==> src/rtl/div_unit.sv <==
// Multi-cycle restoring divider (DIV/DIVU): quotient to lo_o, remainder to hi_o.
// Define DIV_EARLY_ZERO_EN to finish a divide-by-zero one cycle after load.
module div_unit #(
  parameter int WIDTH = 32,
  parameter int CNT_W = 5
) (
  input  logic             clk_i,
  input  logic             rst_i,
  input  logic             load_i,
  input  logic             is_signed_i,
  input  logic [WIDTH-1:0] dividendo_i,
  input  logic [WIDTH-1:0] divisor_i,
  output logic [WIDTH-1:0] hi_o,
  output logic [WIDTH-1:0] lo_o,
  output logic             busy_o,
  output logic             done_o,
  output logic             div_zero_o,
  output logic [1:0]       dbg_state_o
);

  // Handshake: load_i is taken only in S_IDLE; busy_o is high from the accepting
  // edge until results are written; done_o pulses for the cycle hi_o/lo_o change.
  typedef enum logic [1:0] {S_IDLE = 2'd0, S_CALC = 2'd1, S_FIX = 2'd2} state_t;

  localparam logic [CNT_W-1:0] CNT_LAST = CNT_W'(WIDTH - 1);

  state_t           state_q, state_d;
  logic [CNT_W-1:0] cnt_q, cnt_d;
  logic [WIDTH-1:0] rem_q, rem_d;
  logic [WIDTH-1:0] quo_q, quo_d;
  logic [WIDTH-1:0] dvs_q, dvs_d;
  logic [WIDTH-1:0] raw_q, raw_d;
  logic             q_neg_q, q_neg_d;
  logic             r_neg_q, r_neg_d;
  logic             zero_q, zero_d;
  logic [WIDTH-1:0] hi_q, hi_d;
  logic [WIDTH-1:0] lo_q, lo_d;
  logic             busy_q, busy_d;
  logic             done_q, done_d;
  logic             dz_q, dz_d;

  logic             neg_a, neg_b;
  logic [WIDTH-1:0] mag_a, mag_b;
  logic [WIDTH:0]   shifted, trial;

  assign neg_a = is_signed_i & dividendo_i[WIDTH-1];
  assign neg_b = is_signed_i & divisor_i[WIDTH-1];
  assign mag_a = neg_a ? -dividendo_i : dividendo_i;
  assign mag_b = neg_b ? -divisor_i : divisor_i;

  // 33-bit trial subtraction; bit WIDTH set means the partial remainder was too small.
  assign shifted = {rem_q, quo_q[WIDTH-1]};
  assign trial   = shifted - {1'b0, dvs_q};

  always_comb begin
    state_d = state_q;
    cnt_d   = cnt_q;
    rem_d   = rem_q;
    quo_d   = quo_q;
    dvs_d   = dvs_q;
    raw_d   = raw_q;
    q_neg_d = q_neg_q;
    r_neg_d = r_neg_q;
    zero_d  = zero_q;
    hi_d    = hi_q;
    lo_d    = lo_q;
    busy_d  = busy_q;
    done_d  = 1'b0;
    dz_d    = dz_q;
    case (state_q)
      S_IDLE: begin
        if (load_i) begin
          rem_d   = '0;
          cnt_d   = '0;
          quo_d   = mag_a;
          dvs_d   = mag_b;
          raw_d   = dividendo_i;
          q_neg_d = neg_a ^ neg_b;
          r_neg_d = neg_a;
          zero_d  = (divisor_i == '0);
          busy_d  = 1'b1;
          state_d = S_CALC;
`ifdef DIV_EARLY_ZERO_EN
          if (divisor_i == '0) state_d = S_FIX;
`else
`endif
        end
      end
      S_CALC: begin
        quo_d = {quo_q[WIDTH-2:0], ~trial[WIDTH]};
        rem_d = trial[WIDTH] ? shifted[WIDTH-1:0] : trial[WIDTH-1:0];
        cnt_d = cnt_q + 1'b1;
        if (cnt_q == CNT_LAST) state_d = S_FIX;
      end
      S_FIX: begin
        // Truncating signed division: remainder follows the dividend's sign.
        lo_d    = zero_q ? '1 : (q_neg_q ? -quo_q : quo_q);
        hi_d    = zero_q ? raw_q : (r_neg_q ? -rem_q : rem_q);
        dz_d    = zero_q;
        done_d  = 1'b1;
        busy_d  = 1'b0;
        state_d = S_IDLE;
      end
      default: state_d = S_IDLE;
    endcase
  end

  always_ff @(posedge clk_i) begin
    if (rst_i) begin
      state_q <= S_IDLE;
      cnt_q   <= '0;
      rem_q   <= '0;
      quo_q   <= '0;
      dvs_q   <= '0;
      raw_q   <= '0;
      q_neg_q <= 1'b0;
      r_neg_q <= 1'b0;
      zero_q  <= 1'b0;
      hi_q    <= '0;
      lo_q    <= '0;
      busy_q  <= 1'b0;
      done_q  <= 1'b0;
      dz_q    <= 1'b0;
    end else begin
      state_q <= state_d;
      cnt_q   <= cnt_d;
      rem_q   <= rem_d;
      quo_q   <= quo_d;
      dvs_q   <= dvs_d;
      raw_q   <= raw_d;
      q_neg_q <= q_neg_d;
      r_neg_q <= r_neg_d;
      zero_q  <= zero_d;
      hi_q    <= hi_d;
      lo_q    <= lo_d;
      busy_q  <= busy_d;
      done_q  <= done_d;
      dz_q    <= dz_d;
    end
  end

  assign hi_o        = hi_q;
  assign lo_o        = lo_q;
  assign busy_o      = busy_q;
  assign done_o      = done_q;
  assign div_zero_o  = dz_q;
  assign dbg_state_o = state_q;

endmodule
==> config.mk <==
export PLATFORM = sky130hd
export DESIGN_NAME = div_unit
export DESIGN_NICKNAME = d
export VERILOG_FILES = /design/src/rtl/div_unit.sv
export SDC_FILE = /design/constraint.sdc
export NUM_CORES = 1
export LEC_CHECK = 0
export CAP_MARGIN = 25
export CORE_AREA = 2 2 210 109
export DETAILED_ROUTE_END_ITERATION = 16
export DIE_AREA = 0 0 212 111
export PLACE_DENSITY = 0.85
export SYNTH_ARGS = -nofsm -noshare
export SYNTH_HDL_FRONTEND = slang
export SYNTH_SLANG_ARGS = --single-unit
==> constraint.sdc <==
create_clock -name clk_i -period 3.4 [get_ports clk_i]
set_input_delay 0.68 -clock clk_i [delete_from_list [all_inputs] [get_ports clk_i]]
set_output_delay 0.68 -clock clk_i [all_outputs]
set_load 0.01 [all_outputs]
==> reports/results.tsv, run 1 <==
metric	value	unit
post-synthesis instance total	1625	
total power draw	7.75	mW
Root Buffer	clkbuf_16	
post-synthesis cell type count	76	
CP max stage delay	530	ps
first-pass GRT wire length	63.6	mm
Worst Hold Endpoint	raw_q[8]$_SDFFE_PP0P_	
port bufs	136	
Post-Synthesis Cell Area	0.0124	mm2
drt total wl	41.1	mm
reg2reg start	quo_q[31]$_SDFFE_PP0P_	
Critical Path End Type	flip-flop	
initial core utilization	56.2	%
boundary pin count	137	
mean area per synthesized cell	7.62	um2
CP Cell Sequence	inv_1 > ha_1 > fa_1 > nor2b_2 > o2111ai_2 > a211oi_2 > buf_4 > o31ai_4 > a2111oi_4 > o21ba_2 > nor3_1 > or4_1 > o211ai_1	
GRT Residual Overflow	0	
worst relative slew slack	46.4	%
total iterations of the first detailed-routing run	5	
Fin. Hold Viols	0	
placed insts	2036	
type of the setup path with the least slack	reg -> reg	
final instance area	0.0150	mm2
Num Clock Sinks	205	
Final period util	98.7	%
Max Cap Violations	0	
ys flop type	dfxtp_1	
share of cells above drive strength 1	8.44	%
Power per Cell Area	517	mW/mm2
Total GRT Usage	34.3	%
clk slew on worst S/H paths	70	ps
hold depth	2	
setup slack at placement	-68.0	ps
VDD IR max	0.365	mV
final cell count without fillers	2073	
status	completed	
final hold slack	454	ps
CTS max path bufs	3	
RR Endpoint	rem_q[29]$_SDFFE_PP0P_	
post-synthesis net count	1732	
Final Util	68.2	%
hold_sp	raw_q[8]$_SDFFE_PP0P_	
asr flop ratio synth	0	%
CP max-delay cell	or4_1	
number of diodes	0	
Final setup viols	0	
Least-Margin Pin Slew	803	ps
Routed Antenna Nets	0	
Worst Path Arrival	3790	ps
worst reg-to-reg path cell count	13	
worst-path maximum fanout	3	
Die ar.	0.0235	mm2
via count	12900	
clock skew	23.3	ps
Clock Latency Late Sink	510	ps
Starting DRT DRC Count	1824	
Residual DRC	0	
Placement Cell Area	0.0143	mm2
RSZ-0062 raised after global routing	true	
Post-synth EDFFs	0	
CTS tree	done	
vias in the first global route	11300	
initial antenna violation count	1	
Post-DP HPWL	30.9	mm
Die Wd	212	um
flop2flop setup slack	40	ps
Hold Crit Class	reg -> reg	
Tmin final	3360	ps
setup TNS	0	ps
Static Leakage	5.50	nW
placer congestion estimate	1.05	
Worst setup SP type	flip-flop	
largest net degree at the start of global routing	128	
Largest delay share family, worst path	compound AO/OA/AOI/OAI gates	
Die H	111	um
routed len/inst	19.8	um
Critical Path RT	3830	ps
#FFs+latches synth	205	
Buf/Inv on CP	2	
fin. max-slew vios	0	
Net count, final	1859	
# rows	39	
Max Freq	0.298	GHz
Core ar.	0.0220	mm2
sequential area share after synthesis	33.2	%
Vias/cell	6.24	
final worst-path setup slack	43.8	ps
Yosys warnings	0	
Layout area overhead	21.2	%
H-tree Lvls	1	
TritonCTS buffer count	20	
registers in the layout, indices dropped and copies added, names as in the netlist, 2 cells and up:
name / count
cnt_q: 5
dbg_state_o: 2
dvs_q: 32
hi_o: 32
lo_o: 32
quo_q: 32
raw_q: 32
rem_q: 32
logic make-up after synthesis:
| kind of cell | after synthesis | share of synthesized area (%) |
|---|---|---|
| simple gates | 571 | 21.0 |
| compound gates | 496 | 25.5 |
| fa+ha+maj | 39 | 4.00 |
| xor+xnor | 139 | 9.84 |
| buf+inv | 165 | 5.71 |
| flops | 205 | 33.2 |
| mux | 10 | 0.869 |
cells in the final DEF, fill, tap and decap left out, types with 9 or more instances in the layout:
| master | count |
|---|---|
| inv_1 | 57 |
| clkdlybuf4s50_1 | 135 |
| clkbuf_16 | 21 |
| or3_1 | 13 |
| nand2_1 | 247 |
| o41ai_1 | 12 |
| buf_4 | 71 |
| o31ai_1 | 20 |
| a21o_1 | 16 |
| a311oi_1 | 9 |
| nor2_1 | 140 |
| and3_1 | 9 |
| nand3_1 | 41 |
| xnor2_1 | 53 |
| a211oi_1 | 53 |
| nor4_1 | 9 |
| xor2_1 | 85 |
| ha_1 | 38 |
| a31oi_1 | 11 |
| a21oi_1 | 158 |
| o211ai_1 | 42 |
| nand4_1 | 18 |
| o21ai_0 | 91 |
| o22ai_1 | 9 |
| a22oi_1 | 29 |
| nand2b_1 | 12 |
| or4_1 | 14 |
| dfxtp_1 | 204 |
| nor3_1 | 31 |
power breakdown:
part / total [mW] / internal [mW] / switching [mW]
Clock: 2.26 / 1.26 / 1.00
Sequential: 2.73 / 2.54 / 0.186
Combinational: 2.76 / 1.10 / 1.66
worst min-delay path: cells and delay by family (launching register included):
| kind | cells | cell delay [ps] |
|---|---|---|
| simple gates | 1 | 50 |
| flops | 1 | 310 |
| compound gates | 1 | 50 |
how the worst max path moves through the flow:
| stage | from | to | slack [ps] | cells after the start |
|---|---|---|---|---|
| floorplan | quo_q[31]$_SDFFE_PP0P_ | rem_q[10]$_SDFFE_PP0P_ | 310 | 13 |
| global placement | quo_q[31]$_SDFFE_PP0P_ | rem_q[4]$_SDFFE_PP0P_ | 110 | 12 |
| detailed placement | dividendo_i[2] | quo_q[29]$_SDFFE_PP0P_ | -70 | 10 |
| CTS | quo_q[31]$_SDFFE_PP0P_ | rem_q[4]$_SDFFE_PP0P_ | 40 | 12 |
| global route | quo_q[31]$_SDFFE_PP0P_ | rem_q[29]$_SDFFE_PP0P_ | -70 | 13 |
| finish | quo_q[31]$_SDFFE_PP0P_ | rem_q[29]$_SDFFE_PP0P_ | 40 | 13 |
cells in the mapped netlist (11+ instances only):
master / count / area, um2
nand2b_1: 12 / 75.1
o21ai_0: 93 / 465
o211ai_1: 42 / 315
a22oi_1: 29 / 218
inv_1: 57 / 214
clkbuf_1: 86 / 323
nand3_1: 41 / 205
a211oi_1: 54 / 405
dfxtp_1: 205 / 4100
a21oi_1: 158 / 791
a31oi_1: 11 / 68.8
nand2_1: 247 / 927
nor3_1: 31 / 155
a21o_1: 16 / 120
or4_1: 14 / 105
xor2_1: 85 / 744
o41ai_1: 12 / 105
ha_1: 38 / 475
xnor2_1: 54 / 473
o31ai_1: 21 / 158
nor2_1: 142 / 533
nand4_1: 18 / 113
or3_1: 13 / 81.3
layer usage:
metal / vias up / track usage [%] / routed length, um
met1: 6037 / 55.9 / 19200
met4: 2 / 5.16 / 571
met5: - / 0 / 13
li1: 6045 / - / -
met2: 792 / 41.9 / 15000
met3: 50 / 11.8 / 6260
timing repair:
item / CTS / global route
resized for setup: 1 / 10
endpoints found under the setup margin: 3 / 33
buffers inserted: 0 / 1
hold buffers: 0 / 0
pin swaps: 0 / 2
cell type report:
cell class	count	area [um2]
timing repair buffer	212	2000
tap	307	384
clock buffer	29	576
sequential	205	4110
clock inverter	7	72.6
inverter	58	218
multi-input combinational	1255	7650
fill	1799	7010
Note: power is estimated with default switching activity, not from simulation.
==> run 2, diff against run 1 <==
--- a/config.mk
+++ b/config.mk
@@ -9,7 +9,7 @@
 export CORE_AREA = 2 2 210 109
 export DETAILED_ROUTE_END_ITERATION = 16
 export DIE_AREA = 0 0 212 111
-export PLACE_DENSITY = 0.85
+export PLACE_DENSITY_LB_ADDON = 0.1
 export SYNTH_ARGS = -nofsm -noshare
 export SYNTH_HDL_FRONTEND = slang
 export SYNTH_SLANG_ARGS = --single-unit
==> reports/results.tsv, run 2 (synthesis results as in run 1) <==
metric	value	unit	change
largest net degree at the start of global routing	85		-34%
Worst setup SP type	flip-flop		
via count	12800		-1.3%
Total GRT Usage	35.2	%	+0.95 points
met1 GRT Util	55.6	%	-0.35 points
Clock Latency Late Sink	530	ps	+20 ps
total power draw	8.02	mW	+3.5%
CP max stage delay	450	ps	-80 ps
most common cell after layout, fill and taps aside	nand2_1		
worst relative slew slack	41.1	%	-5.3 points
port bufs	136		unchanged
Hold Crit Class	reg -> reg		
Tmin final	3310	ps	-48.9 ps
placer congestion estimate	0.991		-5.9%
fin. max-slew vios	0		unchanged
worst-path maximum fanout	13		+10
vias in the first global route	11400		+1.1%
Worst Path Arrival	3750	ps	-40 ps
type of the setup path with the least slack	reg -> reg		
Core ar.	0.0220	mm2	unchanged
clock skew	15.7	ps	-7.54 ps
Starting DRT DRC Count	1687		-7.5%
CP Cell Sequence	inv_2 > ha_4 > fa_2 > nor2b_4 > o2111ai_4 > a211oi_2 > buf_4 > o31ai_2 > a2111oi_2 > buf_4 > o21bai_4 > nand2_4 > mux2_2 > a41oi_1		
status	completed		
most used cell, CP	buf_4		
initial core utilization	56.2	%	unchanged
RSZ-0062 raised after global routing	true		
boundary pin count	137		unchanged
Residual DRC	0		unchanged
drt total wl	42.0	mm	+2.3%
Critical Path End Type	flip-flop		
final worst-path setup slack	92.8	ps	+48.9 ps
share of cells above drive strength 1	10.7	%	+2.2 points
Root Buffer	clkbuf_16		
Power per Cell Area	523	mW/mm2	+1.3%
routed len/inst	20.0	um	+1.0%
H-tree Lvls	1		unchanged
TritonCTS buffer count	20		unchanged
Placement Cell Area	0.0145	mm2	+1.3%
# rows	39		unchanged
busiest grt layer	met1		
Max Freq	0.302	GHz	+1.5%
Die Wd	212	um	unchanged
Fin. Hold Viols	0		unchanged
Layout area overhead	23.8	%	
Die ar.	0.0235	mm2	unchanged
total iterations of the first detailed-routing run	6		+1
setup TNS	0	ps	unchanged
Final period util	97.3	%	-1.4 points
met2 usage	43.5	%	+1.5 points
Routed Antenna Nets	0		unchanged
setup slack at placement	-11.8	ps	+56.2 ps
clk slew on worst S/H paths	70	ps	about the same
number of diodes	0		unchanged
fill count	1852		+2.9%
Max Cap Violations	0		unchanged
first-pass GRT wire length	65.0	mm	+2.3%
Vias/cell	6.08		-2.5%
CTS max path bufs	3		unchanged
final instance area	0.0153	mm2	+2.1%
VDD IR max	0.386	mV	+5.8%
CP max-delay cell	a2111oi_2		
CTS tree	done		
Num Clock Sinks	205		unchanged
Static Leakage	5.69	nW	+3.6%
initial antenna violation count	2		+1
Least-Margin Pin Slew	881	ps	+78.4 ps
met3 usage	15.0	%	+3.2 points
Critical Path RT	3840	ps	about the same
GRT Residual Overflow	0		unchanged
Final Util	69.6	%	+1.5 points
Post-DP HPWL	31.4	mm	+1.7%
commonest non-fill, non-tap cells in the layout	247 x nand2_1, 203 x dfxtp_1, 156 x a21oi_1		
Final setup viols	0		unchanged
Die H	111	um	unchanged
Net count, final	1886		+1.5%
==> run 2: power breakdown <==
group          switching (mW)  leakage, nW  total, mW  internal [mW]
Clock                    1.05        0.353       2.46           1.42
Sequential              0.162         1.67       2.70           2.54
Combinational            1.69         3.67       2.85           1.16
Total                    2.90         5.69       8.02           5.11
==> run 2: layer usage <==
| metal | part of all wire [%] | vias to the layer above |
|---|---|---|
| li1 | - | 6100 |
| met1 | 48 | 5876 |
| met2 | 36 | 732 |
| met3 | 15 | 45 |
| met4 | 1.3 | 4 |
| met5 | 0.071 | - |
==> run 2: stage by stage <==
stage          hold slack (ps)  std cells
2_1_floorplan              431       1625
3_3_place_gp               438       2060
3_5_place_dp               447       2060
4_1_cts                    456       2095
5_1_grt                    476       2099
6_report                   459       2099
==> run 2: what timing repair did <==
item | 4_1_cts | 5_1_grt
pin swaps | 1 | 12
resized for setup | 1 | 24
hold buffers | 0 | 0
cloned | 0 | 1
setup endpoints to repair | 18 | 34
buffers inserted | 0 | 4
==> run 2: cell type report <==
type	count	area [um2]	share of cell area, %
Multi-Input combinational cell	1255	7690	50.2
Timing Repair Buffer	239	2210	14.4
Clock buffer	27	608	3.97
Sequential cell	205	4110	26.8
Inverter	58	218	1.42
Tap cell	307	384	2.51
Clock inverter	8	103	0.670
==> run 2: worst paths after layout <==
check                    startpoint                      to  slack [ps]  cells after the start
min          dvs_q[31]$_SDFFE_PP0P_  dvs_q[31]$_SDFFE_PP0P_         460                      2
max reg2reg  quo_q[31]$_SDFFE_PP0P_   rem_q[5]$_SDFFE_PP0P_          90                     14
min reg2reg  dvs_q[31]$_SDFFE_PP0P_  dvs_q[31]$_SDFFE_PP0P_         460                      2
max          quo_q[31]$_SDFFE_PP0P_   rem_q[5]$_SDFFE_PP0P_          90                     14
==> run 2: worst max-delay path: cells and delay by family, from the launching register on <==
kind	cells	cell delay (ps)
compound gates	6	1220
flops	1	330
mux	1	360
fa+ha+maj	2	570
buf+inv	3	390
simple gates	2	340
==> run 3, diff against run 2 <==
--- a/config.mk
+++ b/config.mk
@@ -5,8 +5,8 @@
 export SDC_FILE = /design/constraint.sdc
 export NUM_CORES = 1
 export LEC_CHECK = 0
-export CAP_MARGIN = 25
 export CORE_AREA = 2 2 210 109
+export CTS_CLUSTER_DIAMETER = 30
 export DETAILED_ROUTE_END_ITERATION = 16
 export DIE_AREA = 0 0 212 111
 export PLACE_DENSITY_LB_ADDON = 0.1
==> reports/results.tsv, run 3 (synthesis results as in run 1) <==
metric	value	unit	change
Vias/cell	6.10		+0.41%
Root Buffer	clkbuf_16		
# rows	39		unchanged
placer congestion estimate	0.991		unchanged
clk slew on worst S/H paths	60	ps	about the same
fin. max-slew vios	0		unchanged
Hold-fix buffers, CTS	0		unchanged
TritonCTS buffer count	31		+55%
Critical Path End Type	flip-flop		
initial core utilization	56.2	%	unchanged
Max Cap Violations	0		unchanged
VDD IR max	0.312	mV	-19%
routed len/inst	19.9	um	-0.31%
Fin. Hold Viols	0		unchanged
Static Leakage	5.84	nW	+2.6%
Power per Cell Area	556	mW/mm2	+6.2%
hold_sp	raw_q[17]$_SDFFE_PP0P_		
Starting DRT DRC Count	1661		-1.5%
Layout area overhead	26.3	%	
CP Cell Sequence	inv_1 > ha_1 > a21oi_1 > o21ai_0 > nor2_1 > a2111oi_2 > buf_4 > o21bai_4 > nand2_4 > buf_4 > or3b_2 > a41oi_1		
Routed Antenna Nets	0		unchanged
CTS tree	done		
Hold Crit Class	reg -> reg		
commonest non-fill, non-tap cells in the layout	247 x nand2_1, 203 x dfxtp_1, 156 x a21oi_1		
most used cell, CP	buf_4		
vias in the first global route	11500		+1.2%
clock skew	10.6	ps	-5.19 ps
Die ar.	0.0235	mm2	unchanged
Tmin final	3280	ps	-24.8 ps
total iterations of the first detailed-routing run	6		unchanged
first-pass GRT wire length	65.6	mm	+0.81%
port bufs	136		unchanged
most common cell after layout, fill and taps aside	nand2_1		
share of cells above drive strength 1	11.7	%	+1.0 points
CP max-delay cell	or3b_2		
flop2flop setup slack	120	ps	+20 ps
Final period util	96.5	%	-0.73 points
worst-path maximum fanout	13		unchanged
Max Freq	0.305	GHz	+0.76%
Worst Setup SP	dvs_q[15]$_SDFFE_PP0P_		
Critical Path RT	3880	ps	+40 ps
Post-DP HPWL	31.4	mm	unchanged
Final setup viols	0		unchanged
final hold slack	457	ps	-2.04 ps
largest net degree at the start of global routing	85		unchanged
Clock Latency Late Sink	560	ps	+30 ps
Residual DRC	0		unchanged
Num Clock Sinks	205		unchanged
H-tree Lvls	1		unchanged
Worst setup SP type	flip-flop		
RSZ-0062 raised after global routing	false		
Largest delay share family, worst path	compound AO/OA/AOI/OAI gates		
drt total wl	42.3	mm	+0.69%
CP max stage delay	450	ps	about the same
Die Wd	212	um	unchanged
type of the setup path with the least slack	reg -> reg		
GRT Residual Overflow	0		unchanged
initial antenna violation count	2		unchanged
worst relative slew slack	43.6	%	+2.5 points
Net count, final	1897		+0.58%
Total GRT Usage	35.4	%	+0.23 points
via count	12900		+1.4%
Core ar.	0.0220	mm2	unchanged
number of diodes	0		unchanged
CTS max path bufs	3		unchanged
Buf/Inv on CP	3		unchanged
Die H	111	um	unchanged
reg2reg start	dvs_q[15]$_SDFFE_PP0P_		
Worst Path Arrival	3760	ps	about the same
total power draw	8.69	mW	+8.4%
boundary pin count	137		unchanged
Least-Margin Pin Slew	844	ps	-37.0 ps
status	completed		
[run 3: final cells by class]
type	instances	area (um2)
clock buffers	34	797
clock inverters	22	218
fillers	1811	6370
inverters	58	218
multi-input cells	1255	7700
flip-flops and latches	205	4110
well taps	307	384
repair buffers	239	2210
[run 3: report_power, final]
| group | internal, mW | switching (mW) | leakage, nW |
|---|---|---|---|
| Combinational | 1.16 | 1.70 | 3.67 |
| Sequential | 2.54 | 0.162 | 1.67 |
| Clock | 1.82 | 1.31 | 0.500 |
| Total | 5.52 | 3.17 | 5.84 |
[run 3: what timing repair did]
item,in CTS,in global routing
pin swaps,1,12
cloned,0,1
endpoints found under the setup margin,11,35
buffers inserted,0,4
resized for setup,0,27
[run 3: worst paths after layout]
| kind | end | cells after the start |
|---|---|---|
| max | rem_q[6]$_SDFFE_PP0P_ | 12 |
| min | raw_q[17]$_SDFFE_PP0P_ | 2 |
| max reg2reg | rem_q[6]$_SDFFE_PP0P_ | 12 |
| min reg2reg | raw_q[17]$_SDFFE_PP0P_ | 2 |
[run 3: worst reg2reg max path, stage by stage (launching register included)]
cell	delay [ps]
dfxtp_1	310
inv_1	240
ha_1	340
a21oi_1	240
o21ai_0	170
nor2_1	350
a2111oi_2	150
buf_4	170
o21bai_4	220
nand2_4	160
buf_4	220
or3b_2	450
a41oi_1	180
[run 3: metrics by stage]
step                      util (%)  worst slack (ps)  instances  TNS (ps)  instance area, um2
after floorplan                  -               313       1625         0               12400
after global placement        65.8              94.2       2060         0               14500
after detailed placement      65.8             -11.8       2060     -31.4               14500
after CTS                     70.4              7.68       2116         0               15500
after global routing          71.1              12.2       2120         0               15600
final                         71.1               118       2120         0               15600
[run 3: per-layer routing]
layer	GRT usage, %	wire [um]	up-vias
li1	-	-	6134
met1	56.0	20400	6016
met2	43.7	15100	730
met3	14.9	6240	54
met4	5.16	510	4
met5	0	26	-
